`src/rtl/exe_muldiv_pkg.sv`:
```
// exe_muldiv_pkg: shared constants and types for the RV32M execute unit.
// Instruction field codes, funct3 encodings and the FSM state type live here
// so the top, the divider core and the bench agree on one definition.
package exe_muldiv_pkg;

  localparam int DATA_WIDTH  = 32;
  localparam int RADDR_WIDTH = 5;
  localparam int RDATA_WIDTH = 32;

  localparam logic [6:0] INST_TYPE_R_M = 7'b0110011;
  localparam logic [6:0] FUNCT7_M      = 7'b0000001;

  localparam logic [2:0] INST_MUL    = 3'b000;
  localparam logic [2:0] INST_MULH   = 3'b001;
  localparam logic [2:0] INST_MULHSU = 3'b010;
  localparam logic [2:0] INST_MULHU  = 3'b011;
  localparam logic [2:0] INST_DIV    = 3'b100;
  localparam logic [2:0] INST_DIVU   = 3'b101;
  localparam logic [2:0] INST_REM    = 3'b110;
  localparam logic [2:0] INST_REMU   = 3'b111;

  localparam logic [31:0] DIV_BY_ZERO_Q = 32'hFFFF_FFFF;

  typedef enum logic [1:0] {
    MD_IDLE = 2'd0,
    MD_MUL  = 2'd1,
    MD_DIV  = 2'd2,
    MD_DONE = 2'd3
  } md_state_e;

  // Remainder ops take the sign of the dividend instead of s1^s2.
  function automatic logic is_rem(input logic [2:0] f3);
    return f3[2] & f3[1];
  endfunction

endpackage

```
`src/rtl/exe_div_core.sv`:
```
// exe_div_core: unsigned restoring divider, one quotient bit per step.
// start_i loads the operands, step_i advances one iteration, clear_i aborts.
// quotient_o/remainder_o are final once last_o has been seen and hold until
// the next start or clear.
module exe_div_core
  import exe_muldiv_pkg::*;
#(
  parameter int XLEN  = 32,
  parameter int CNT_W = 6
) (
  input  logic            clk_i,
  input  logic            rst_i,
  input  logic            clear_i,
  input  logic            start_i,
  input  logic            step_i,
  input  logic [XLEN-1:0] dividend_i,
  input  logic [XLEN-1:0] divisor_i,
  output logic            last_o,
  output logic [XLEN-1:0] quotient_o,
  output logic [XLEN-1:0] remainder_o
);

  localparam logic [CNT_W-1:0] CNT_LAST = CNT_W'(XLEN - 1);

  logic [XLEN-1:0]  rem_q, rem_d;
  logic [XLEN-1:0]  quo_q, quo_d;
  logic [XLEN-1:0]  div_q, div_d;
  logic [CNT_W-1:0] cnt_q, cnt_d;

  // Partial remainder shifted left with the next dividend bit brought in.
  logic [XLEN:0] rem_shift;
  logic [XLEN:0] diff;
  logic          fits;

  assign rem_shift = {rem_q, quo_q[XLEN-1]};
  assign diff      = rem_shift - {1'b0, div_q};
  assign fits      = ~diff[XLEN];

  // Next-state: load on start, one restoring step per step_i, clear wins.
  always_comb begin
    rem_d = rem_q;
    quo_d = quo_q;
    div_d = div_q;
    cnt_d = cnt_q;
    if (start_i) begin
      rem_d = '0;
      quo_d = dividend_i;
      div_d = divisor_i;
      cnt_d = '0;
    end else if (step_i) begin
      if (fits) begin
        rem_d = diff[XLEN-1:0];
        quo_d = {quo_q[XLEN-2:0], 1'b1};
      end else begin
        rem_d = rem_shift[XLEN-1:0];
        quo_d = {quo_q[XLEN-2:0], 1'b0};
      end
      cnt_d = cnt_q + CNT_W'(1);
    end
    if (clear_i) begin
      rem_d = '0;
      quo_d = '0;
      div_d = '0;
      cnt_d = '0;
    end
  end

  // Datapath registers with synchronous reset.
  always_ff @(posedge clk_i) begin
    if (rst_i) begin
      rem_q <= '0;
      quo_q <= '0;
      div_q <= '0;
      cnt_q <= '0;
    end else begin
      rem_q <= rem_d;
      quo_q <= quo_d;
      div_q <= div_d;
      cnt_q <= cnt_d;
    end
  end

  assign last_o      = step_i && (cnt_q == CNT_LAST);
  assign quotient_o  = quo_q;
  assign remainder_o = rem_q;

endmodule

```
`src/rtl/exe_muldiv.sv`:
```
// exe_muldiv: RV32M execute unit (MUL*/DIV*/REM*).
// Operands are converted to magnitudes at start, an unsigned multiply or
// divide runs on them, and the sign is reapplied in the single DONE cycle.
// Divide-by-zero and signed overflow bypass the divider and finish in one
// stall cycle. Build option MULDIV_FAST_MUL_EN replaces the 32-cycle
// shift-add multiplier with a single-cycle 33x33 signed multiplier.
// Handshake: stall_req_o is high from the start cycle until the cycle before
// DONE; valid_o is a one-cycle strobe in DONE and all result outputs are
// zero whenever valid_o is low. flush_i drops everything in the same cycle.
module exe_muldiv
  import exe_muldiv_pkg::*;
#(
  parameter int XLEN  = 32,
  parameter int CNT_W = 6
) (
  input  logic                   clk_i,
  input  logic                   rst_i,
  input  logic [DATA_WIDTH-1:0]  inst_i,
  input  logic [XLEN-1:0]        op1_i,
  input  logic [XLEN-1:0]        op2_i,
  input  logic                   reg_we_i,
  input  logic [RADDR_WIDTH-1:0] reg_waddr_i,
  input  logic                   flush_i,
  output logic                   stall_req_o,
  output logic                   valid_o,
  output logic [XLEN-1:0]        reg_wdata_o,
  output logic                   reg_we_o,
  output logic [RADDR_WIDTH-1:0] reg_waddr_o,
  output md_state_e              dbg_state_o
);

  localparam logic [CNT_W-1:0] CNT_LAST = CNT_W'(XLEN - 1);
  localparam logic [XLEN-1:0]  INT_MIN  = {1'b1, {(XLEN-1){1'b0}}};

  // Instruction decode.
  logic [6:0] opcode;
  logic [2:0] funct3;
  logic [6:0] funct7;
  logic       is_m;
  logic       start;
  logic       unused_inst;

  assign opcode      = inst_i[6:0];
  assign funct3      = inst_i[14:12];
  assign funct7      = inst_i[31:25];
  assign is_m        = (opcode == INST_TYPE_R_M) && (funct7 == FUNCT7_M);
  assign unused_inst = ^{inst_i[24:15], inst_i[11:7]};

  // Operand signedness: MULH both, MULHSU rs1 only, DIV/REM both.
  logic            op1_signed, op2_signed, s1, s2;
  logic [XLEN-1:0] abs1, abs2;
  logic            div_zero, div_ovf, special;
  logic [XLEN-1:0] special_res;

  assign op1_signed = (funct3 == INST_MULH) || (funct3 == INST_MULHSU) ||
                      (funct3 == INST_DIV)  || (funct3 == INST_REM);
  assign op2_signed = (funct3 == INST_MULH) || (funct3 == INST_DIV) ||
                      (funct3 == INST_REM);
  assign s1   = op1_signed & op1_i[XLEN-1];
  assign s2   = op2_signed & op2_i[XLEN-1];
  assign abs1 = s1 ? (~op1_i + 1'b1) : op1_i;
  assign abs2 = s2 ? (~op2_i + 1'b1) : op2_i;

  assign div_zero = funct3[2] && (op2_i == '0);
  assign div_ovf  = ((funct3 == INST_DIV) || (funct3 == INST_REM)) &&
                    (op1_i == INT_MIN) && (op2_i == '1);
  assign special  = div_zero || div_ovf;

  // Results that skip the divider entirely.
  always_comb begin
    special_res = '0;
    if (div_zero) begin
      special_res = funct3[1] ? op1_i : DIV_BY_ZERO_Q[XLEN-1:0];
    end else if (div_ovf) begin
      special_res = funct3[1] ? '0 : INT_MIN;
    end
  end

  // Registered state.
  md_state_e         state_q, state_d;
  logic [CNT_W-1:0]  cnt_q, cnt_d;
  logic [2:0]        f3_q, f3_d;
  logic              we_q, we_d;
  logic [RADDR_WIDTH-1:0] waddr_q, waddr_d;
  logic              neg_q, neg_d;
  logic              special_q, special_d;
  logic [XLEN-1:0]   spec_res_q, spec_res_d;
  logic [2*XLEN-1:0] acc_q, acc_d;
  logic [XLEN-1:0]   mcand_q, mcand_d;

  // Divider datapath.
  logic            div_start, div_step, div_last;
  logic [XLEN-1:0] div_quo, div_rem;

  assign start     = (state_q == MD_IDLE) && is_m && !flush_i;
  assign div_start = start && funct3[2] && !special;
  assign div_step  = (state_q == MD_DIV) && !flush_i;

  exe_div_core #(
    .XLEN  (XLEN),
    .CNT_W (CNT_W)
  ) u_div_core (
    .clk_i       (clk_i),
    .rst_i       (rst_i),
    .clear_i     (flush_i),
    .start_i     (div_start),
    .step_i      (div_step),
    .dividend_i  (abs1),
    .divisor_i   (abs2),
    .last_o      (div_last),
    .quotient_o  (div_quo),
    .remainder_o (div_rem)
  );

  // Shift-add step: add the multiplicand into the high half when the
  // current multiplier bit (acc_q[0]) is set, then shift right by one.
  logic [XLEN-1:0] mul_add;
  logic [XLEN:0]   mul_sum;

  assign mul_add = acc_q[0] ? mcand_q : '0;
  assign mul_sum = {1'b0, acc_q[2*XLEN-1:XLEN]} + {1'b0, mul_add};

`ifdef MULDIV_FAST_MUL_EN
  logic signed [2*XLEN+1:0] fast_prod;
  assign fast_prod = $signed({1'b0, abs1}) * $signed({1'b0, abs2});
`endif

  // FSM next-state.
  always_comb begin
    state_d = state_q;
    case (state_q)
      MD_IDLE: begin
        if (start) begin
          if (!funct3[2]) begin
`ifdef MULDIV_FAST_MUL_EN
            state_d = MD_DONE;
`else
            state_d = MD_MUL;
`endif
          end else if (special) begin
            state_d = MD_DONE;
          end else begin
            state_d = MD_DIV;
          end
        end
      end
      MD_MUL:  if (cnt_q == CNT_LAST) state_d = MD_DONE;
      MD_DIV:  if (div_last) state_d = MD_DONE;
      MD_DONE: state_d = MD_IDLE;
      default: state_d = MD_IDLE;
    endcase
    if (flush_i) state_d = MD_IDLE;
  end

  // Operand/context latching at start and the multiplier iteration.
  always_comb begin
    cnt_d      = cnt_q;
    f3_d       = f3_q;
    we_d       = we_q;
    waddr_d    = waddr_q;
    neg_d      = neg_q;
    special_d  = special_q;
    spec_res_d = spec_res_q;
    acc_d      = acc_q;
    mcand_d    = mcand_q;
    if (start) begin
      f3_d       = funct3;
      we_d       = reg_we_i;
      waddr_d    = reg_waddr_i;
      neg_d      = is_rem(funct3) ? s1 : (s1 ^ s2);
      special_d  = special;
      spec_res_d = special_res;
      mcand_d    = abs1;
      acc_d      = {{XLEN{1'b0}}, abs2};
      cnt_d      = '0;
`ifdef MULDIV_FAST_MUL_EN
      if (!funct3[2]) acc_d = fast_prod[2*XLEN-1:0];
`endif
    end else if (state_q == MD_MUL) begin
      acc_d = {mul_sum, acc_q[XLEN-1:1]};
      cnt_d = cnt_q + CNT_W'(1);
    end
    if ((state_q == MD_DONE) || flush_i) cnt_d = '0;
  end

  // State and context registers with synchronous reset.
  always_ff @(posedge clk_i) begin
    if (rst_i) begin
      state_q    <= MD_IDLE;
      cnt_q      <= '0;
      f3_q       <= '0;
      we_q       <= 1'b0;
      waddr_q    <= '0;
      neg_q      <= 1'b0;
      special_q  <= 1'b0;
      spec_res_q <= '0;
      acc_q      <= '0;
      mcand_q    <= '0;
    end else begin
      state_q    <= state_d;
      cnt_q      <= cnt_d;
      f3_q       <= f3_d;
      we_q       <= we_d;
      waddr_q    <= waddr_d;
      neg_q      <= neg_d;
      special_q  <= special_d;
      spec_res_q <= spec_res_d;
      acc_q      <= acc_d;
      mcand_q    <= mcand_d;
    end
  end

  // Sign correction and result selection for the DONE cycle.
  logic [2*XLEN-1:0] prod;
  logic [XLEN-1:0]   result;

  always_comb begin
    prod   = neg_q ? (~acc_q + 1'b1) : acc_q;
    result = '0;
    case (f3_q)
      INST_MUL:                          result = prod[XLEN-1:0];
      INST_MULH, INST_MULHSU, INST_MULHU: result = prod[2*XLEN-1:XLEN];
      INST_DIV, INST_DIVU:               result = neg_q ? (~div_quo + 1'b1) : div_quo;
      default:                           result = neg_q ? (~div_rem + 1'b1) : div_rem;
    endcase
    if (special_q) result = spec_res_q;
  end

  // Outputs: stall while working, one-cycle writeback in DONE.
  always_comb begin
    stall_req_o = !flush_i && (start || (state_q == MD_MUL) || (state_q == MD_DIV));
    valid_o     = (state_q == MD_DONE) && !flush_i;
    reg_we_o    = valid_o & we_q;
    reg_waddr_o = valid_o ? waddr_q : '0;
    reg_wdata_o = valid_o ? result : '0;
  end

  assign dbg_state_o = state_q;

endmodule

```
`config.mk`:
```
export PLATFORM = sky130hd
export DESIGN_NAME = exe_muldiv
export DESIGN_NICKNAME = d
export VERILOG_FILES = /design/src/rtl/exe_muldiv_pkg.sv /design/src/rtl/exe_div_core.sv /design/src/rtl/exe_muldiv.sv
export SDC_FILE = /design/constraint.sdc
export NUM_CORES = 1
export LEC_CHECK = 0
export ABC_AREA = 1
export CAP_MARGIN = 15
export CORE_UTILIZATION = 60
export CTS_CLUSTER_SIZE = 25
export DETAILED_ROUTE_END_ITERATION = 10
export HOLD_SLACK_MARGIN = 0.02
export PLACE_DENSITY = 0.86
export SETUP_SLACK_MARGIN = 0.15
export SLEW_MARGIN = 20
export SYNTH_ARGS = -nofsm -noshare
export SYNTH_HDL_FRONTEND = slang
export SYNTH_SLANG_ARGS = --single-unit
export TNS_END_PERCENT = 100
```
`constraint.sdc`:
```
create_clock -name clk_i -period 7.2 [get_ports clk_i]
set_input_delay 1.08 -clock clk_i [delete_from_list [all_inputs] [get_ports clk_i]]
set_output_delay 1.08 -clock clk_i [all_outputs]
set_load 0.01 [all_outputs]
```
=== After elaboration in Yosys (flattened, before gate mapping) ===
Index checks and enable logic that the tools add are counted.

* Flip-flop bits (word level): 249
* Input port bits: 105
* Output and inout bits: 42
* Logic and storage cells: 118

* $add $sub $neg: 9
* Eq/ne operators: 21
* Multiplexer cells: 27
* Bitwise operators: 10
* Reductions and logical operators: 36

{| class="wikitable"
|+ Operators with widths
! cell !! number
|-
| $mux W32 || 16
|-
| $add A32 B1 Y32 const B || 4
|-
| $not A32 Y32 || 4
|-
| $pmux W32 S3 || 1
|-
| $add A64 B1 Y64 const B || 1
|-
| $eq A32 B32 Y1 const B || 2
|-
| $mux W64 || 1
|-
| $not A64 Y64 || 1
|-
| $add A32 B32 Y33 || 1
|-
| $sub A33 B32 Y33 || 1
|-
| $logic_not A32 Y1 || 1
|-
| $add A6 B1 Y6 const B || 2
|-
| $eq A3 B3 Y1 const B || 4
|-
| $eq A6 B5 Y1 const B || 2
|-
| $logic_and A1 B1 Y1 || 12
|-
| $logic_or A1 B1 Y1 || 10
|-
| $eq A3 B2 Y1 const B || 3
|-
| $reduce_or A3 Y1 || 3
|-
| $mux W2 || 4
|-
| $pmux W2 S4 || 1
|-
| $eq A7 B1 Y1 const B || 1
|-
| $eq A7 B6 Y1 const B || 1
|-
| $eq A3 B1 Y1 const B || 2
|-
| $ne A2 B2 Y1 const B || 3
|-
| 12 further kinds || 22
|}

=== Longest topological paths before layout ===
* Depth after elaboration: 9
* Mapped depth: 19
* Gate-level depth less buffers: 18

=== Hierarchy ===
Synthesis repeated with hierarchy kept, for this count alone.

* Cells, all modules: 3865
* Area, all modules: 22069.9 µm²

{| class="wikitable"
|+ By module, submodules not included
! module !! times used !! cells each !! area an instance (µm²) !! seq. area each (µm²)
|-
| exe_muldiv || 1 || 2670 || 14995.6 || 2942.8
|-
| exe_div_core || 1 || 1195 || 7074.3 || 2042.0
|}

=== Worst setup path before layout ===
No wires, ideal clock.

* Kind: input-to-output
* Start point: in flush_i
* End point: out reg_wdata_o[25]
* Data arrival time: 1980 ps
* Data required time: 6120 ps
* Setup slack: 4140 ps
* Cell stages on the path: 4
* Path buffers: 1
* Cells stage by stage: nor2_1 > clkbuf_1 > o21ai_0 > a21oi_1

* Word-level cells in the longest chain between the ends: 3

{| class="wikitable"
|+ Ends and longest elaborated chain
! element !! RTL line !! source
|-
| start: declaration || exe_muldiv.sv:23 || <nowiki>input logic flush_i,</nowiki>
|-
| $logic_not A1 Y1 || exe_muldiv.sv:232 || <nowiki>valid_o = (state_q == MD_DONE) && !flush_i;</nowiki>
|-
| $logic_and A1 B1 Y1 || exe_muldiv.sv:232 ||
|-
| net valid_o || exe_muldiv.sv:25 || <nowiki>output logic valid_o,</nowiki>
|-
| $mux W32 || exe_muldiv.sv:235 || <nowiki>reg_wdata_o = valid_o ? result : '0;</nowiki>
|-
| end: declaration || exe_muldiv.sv:26 || <nowiki>output logic [XLEN-1:0] reg_wdata_o,</nowiki>
|}

The timed path passes the listed nets, and every way through them passes these cells.

=== Final worst setup path ===
* Start point: reg f3_q[1]
* End point: out reg_wdata_o[2]

* Word-level cells in the longest chain between the ends: 5
* Elaborated cells on any way between the ends: 11
* Those cells by class: eq/ne (5); mux (3); reduce/logical (3)

{| class="wikitable"
|+ Ends and longest elaborated chain
! element !! RTL line !! source
|-
| start: declaration || exe_muldiv.sv:82 || <nowiki>logic [2:0] f3_q, f3_d;</nowiki>
|-
| start signal: assignment || exe_muldiv.sv:191 || <nowiki>f3_q <= '0;</nowiki>
|-
| start signal: assignment || exe_muldiv.sv:202 || <nowiki>f3_q <= f3_d;</nowiki>
|-
| $eq A3 B1 Y1 (tied with other cells) || exe_muldiv.sv:220 || <nowiki>case (f3_q)</nowiki>
|-
| $reduce_or A3 Y1 or $reduce_or A2 Y1 (tied branches) || exe_muldiv.sv:220 ||
|-
| $pmux W32 S3 (*) || exe_muldiv.sv:220 ||
|-
| $mux W32 (*) || exe_muldiv.sv:226 || <nowiki>if (special_q) result = spec_res_q;</nowiki>
|-
| $mux W32 (*) || exe_muldiv.sv:235 ||
|}

Every way passes the cells marked *; elsewhere a longest branch is shown, timed or not.

==> flow_summary.toml <==
[synth]
synth_area_mm2 = 0.0215
avgSynthCellArea_um2 = 5.66
ys_ff_latch = 249
ys_warn_count = 0
synth_cell_types = 52
synthTopCellsByArea = "dfxtp_1, nand2_1, inv_1"
synth_nets = 3989
synth_top_area_cell = "dfxtp_1"
synth_edf_count = 0
ys_seq_area_frac = 0.231
async_flop_share = 0
synth_top_flop_cell = "dfxtp_1"
syn_inst = 3806
yosys.area.top_type_share = 0.231

[setup_path]
r2r-start = "u_div_core.quotient_o[31]"
critPathRequiredTime_ns = 6.12
cp-start-kind = "register"
end_kind = "output port"
critPathArrivalTime_ns = 4.35
path_class = "reg -> out"
worstPathMaxFanout = 25
r2r_setup_slack_ns = 3.75
ff2ff_path_depth = 17
rr_endpoint = "u_div_core.remainder_o[25]"

[timing]
fin_crit_ns = 5.43
finClkSkew_ns = 0.0609
worst_pin_slew_ns = 1.22
fin_crit_sh = 0.754
drv_slew = 0
setup_viol_count_final = 0
slew_headroom = 0.182
setup_tns_ns = 0
rsz0062_at_grt = "no"
hold_viol = 0
timing.fmax_mhz = 184

[placement]
place_congestion = 1.13
place_area_mm2 = 0.0230
portBuffers = 131
dp_hpwl_um = 64100

[global_routing]
grt_pass1_vias = 21984
antenna_found_initial = 0
grt_usage = 0.440
grt_pass1_wl_um = 124000
grt_max_degree = 97
gr-total-overflow = 0

[clock_network]
cts-resized-gates = 0
clock_latency_ns = 0.62
cts-hold-fix-buffers = 0
cts.clk_slew.worst_paths_ns = 0.06
cts_buffers = 28
cts_tree = "yes"
clock_sinks = 249
postCtsSetupBuffers = 0
cts_buffer_depth = 3
htree_levels = 1
root_buffer = "clkbuf_16"

[route]
via_count = 25727
drtPass1Iterations = 8
via_per_inst = 5.92
first_iter_violations = 3877
wl_um = 82100
final_antenna_net_count = 0
drc = 0
routedWlPerCell_um = 18.9

[power]
p_leak_nw = 11.9
vdd_ir_drop_max_uv = 182
powerDensity_mw_per_mm2 = 129

[floorplanning]
initial_utilization = 0.607
coreArea_mm2 = 0.0355
die_w_um = 191
dieArea_mm2 = 0.0367
die_h_um = 191
ioPinCount = 147
std_cell_rows = 69

[final_layout]
post-route-util = 0.674
fin_nets = 4044
drive_above_1_share = 0.0325
design_area_mm2 = 0.0239
antenna_cells = 0
synthToLayoutAreaGrowth_pct = 11.0

[hold_path]
hold_end = "mcand_q[28]"
min_path_cells = 2
hold_class = "reg -> reg"
worstHoldStart = "mcand_q[28]"

[job]
max-cap-violations = 0

[status]
outcome = "finished clean"
-- synth_stat cells (3+ instances only) --
| cell | number |
|---|---|
| nand4_1 | 60 |
| nand3_2 | 6 |
| o32ai_1 | 9 |
| clkbuf_1 | 75 |
| a211oi_1 | 4 |
| xor2_1 | 69 |
| xnor2_1 | 32 |
| nor2_2 | 7 |
| buf_6 | 10 |
| buf_2 | 28 |
| a21oi_1 | 252 |
| nor2_1 | 491 |
| and3_1 | 3 |
| dfxtp_1 | 249 |
| nor4_1 | 8 |
| a31oi_1 | 7 |
| and2_1 | 7 |
| buf_4 | 6 |
| nor2_4 | 4 |
| o21ai_0 | 301 |
| o22ai_1 | 37 |
| nand2_2 | 14 |
| nor3_1 | 41 |
| o21a_1 | 6 |
| nand3b_1 | 10 |
| inv_2 | 10 |
| nand2_1 | 1122 |
| ha_1 | 76 |
| o21ai_2 | 9 |
| inv_1 | 516 |
| buf_1 | 7 |
| o21bai_1 | 9 |
| o211ai_1 | 5 |
| a22o_1 | 6 |
| nand3_1 | 261 |
| o21ai_1 | 25 |
-- worst max path at each step --
stage               startpoint              end  slack (ns)  cells after the start
finish                 f3_q[1]   reg_wdata_o[2]        1.77                     10
global placement       flush_i  reg_wdata_o[12]        2.64                      8
global route           f3_q[1]   reg_wdata_o[2]        1.74                     10
CTS                    f3_q[1]   reg_wdata_o[2]        2.06                     10
floorplan              flush_i  reg_wdata_o[25]        4.14                      4
detailed placement     flush_i  reg_wdata_o[12]        2.61                      8
-- layer usage --
metal,part of all wire,global-route usage,vias up
met5,0,0,-
li1,-,-,12318
met4,0.054,0.208,0
met3,0.13,0.103,261
met1,0.40,0.598,11483
met2,0.41,0.653,1665
-- flip-flops by register name, summed over array words and instances, names as in the netlist --
signal	flops
acc_q	64
mcand_q	32
u_div_core.remainder_o	32
u_div_core.cnt_q	6
cnt_q	6
special_q	1
f3_q	3
we_q	1
u_div_core.quotient_o	32
spec_res_q	32
waddr_q	5
neg_q	1
u_div_core.div_q	32
dbg_state_o	2
-- critical path: stages (launching register included) --
cell             delay (ns)
dfxtp_1                0.34
nor2_1                 0.17
nand2_1                0.30
inv_1                  0.73
nand2_1                0.09
o21ai_0                0.41
a31oi_1                0.24
o21ai_0                0.24
o31ai_1                0.35
a21oi_1                0.29
clkdlybuf4s50_1        0.57
-- report_power, final --
part           total [mW]  internal [mW]  switching, mW
combinational       0.245         0.0848          0.160
sequential           1.38           1.38      0.0000526
clock                1.47          0.827          0.640
-- placed cells by master (no fill, tap or decap), types with 37 or more instances in the layout --
| cell | n |
|---|---|
| nand2_1 | 1121 |
| inv_1 | 516 |
| nor2_1 | 489 |
| o21ai_0 | 301 |
| nand3_1 | 261 |
| a21oi_1 | 252 |
| dfxtp_1 | 248 |
| clkdlybuf4s50_1 | 131 |
| ha_1 | 75 |
| xor2_1 | 69 |
| nand4_1 | 60 |
| nor3_1 | 41 |
| o22ai_1 | 37 |
-- logic make-up after synthesis --
kind of cell	count (synthesis)	share of synthesized area
AND/OR/NAND/NOR	2044	0.392
flip-flops	249	0.231
AO/OA/AOI/OAI	678	0.168
XOR/XNOR	101	0.0411
buffers and inverters	654	0.120
multiplexers	2	0.000930
adder cells (fa/ha/maj)	78	0.0460
-- metrics by stage --
step	std cells	setup WS (ns)	power [mW]	hold WS (ns)
after floorplan	3806	4.14	1.52	0.423
after global placement	4292	2.64	1.64	0.433
after detailed placement	4292	2.61	1.64	0.442
after CTS	4343	2.06	3.07	0.457
after global routing	4343	1.74	3.16	0.475
final	4343	1.77	3.09	0.456
-- final cells by class --
type                    count  area, um2
multi-input cells        2903      14000
flip-flops and latches    249       4990
well taps                 461        577
clock buffers              38        768
repair buffers            151       1460
fillers                  3337      11600
inverters                 528       1980
clock inverters            13        159
(Power assumes the default switching activity.)
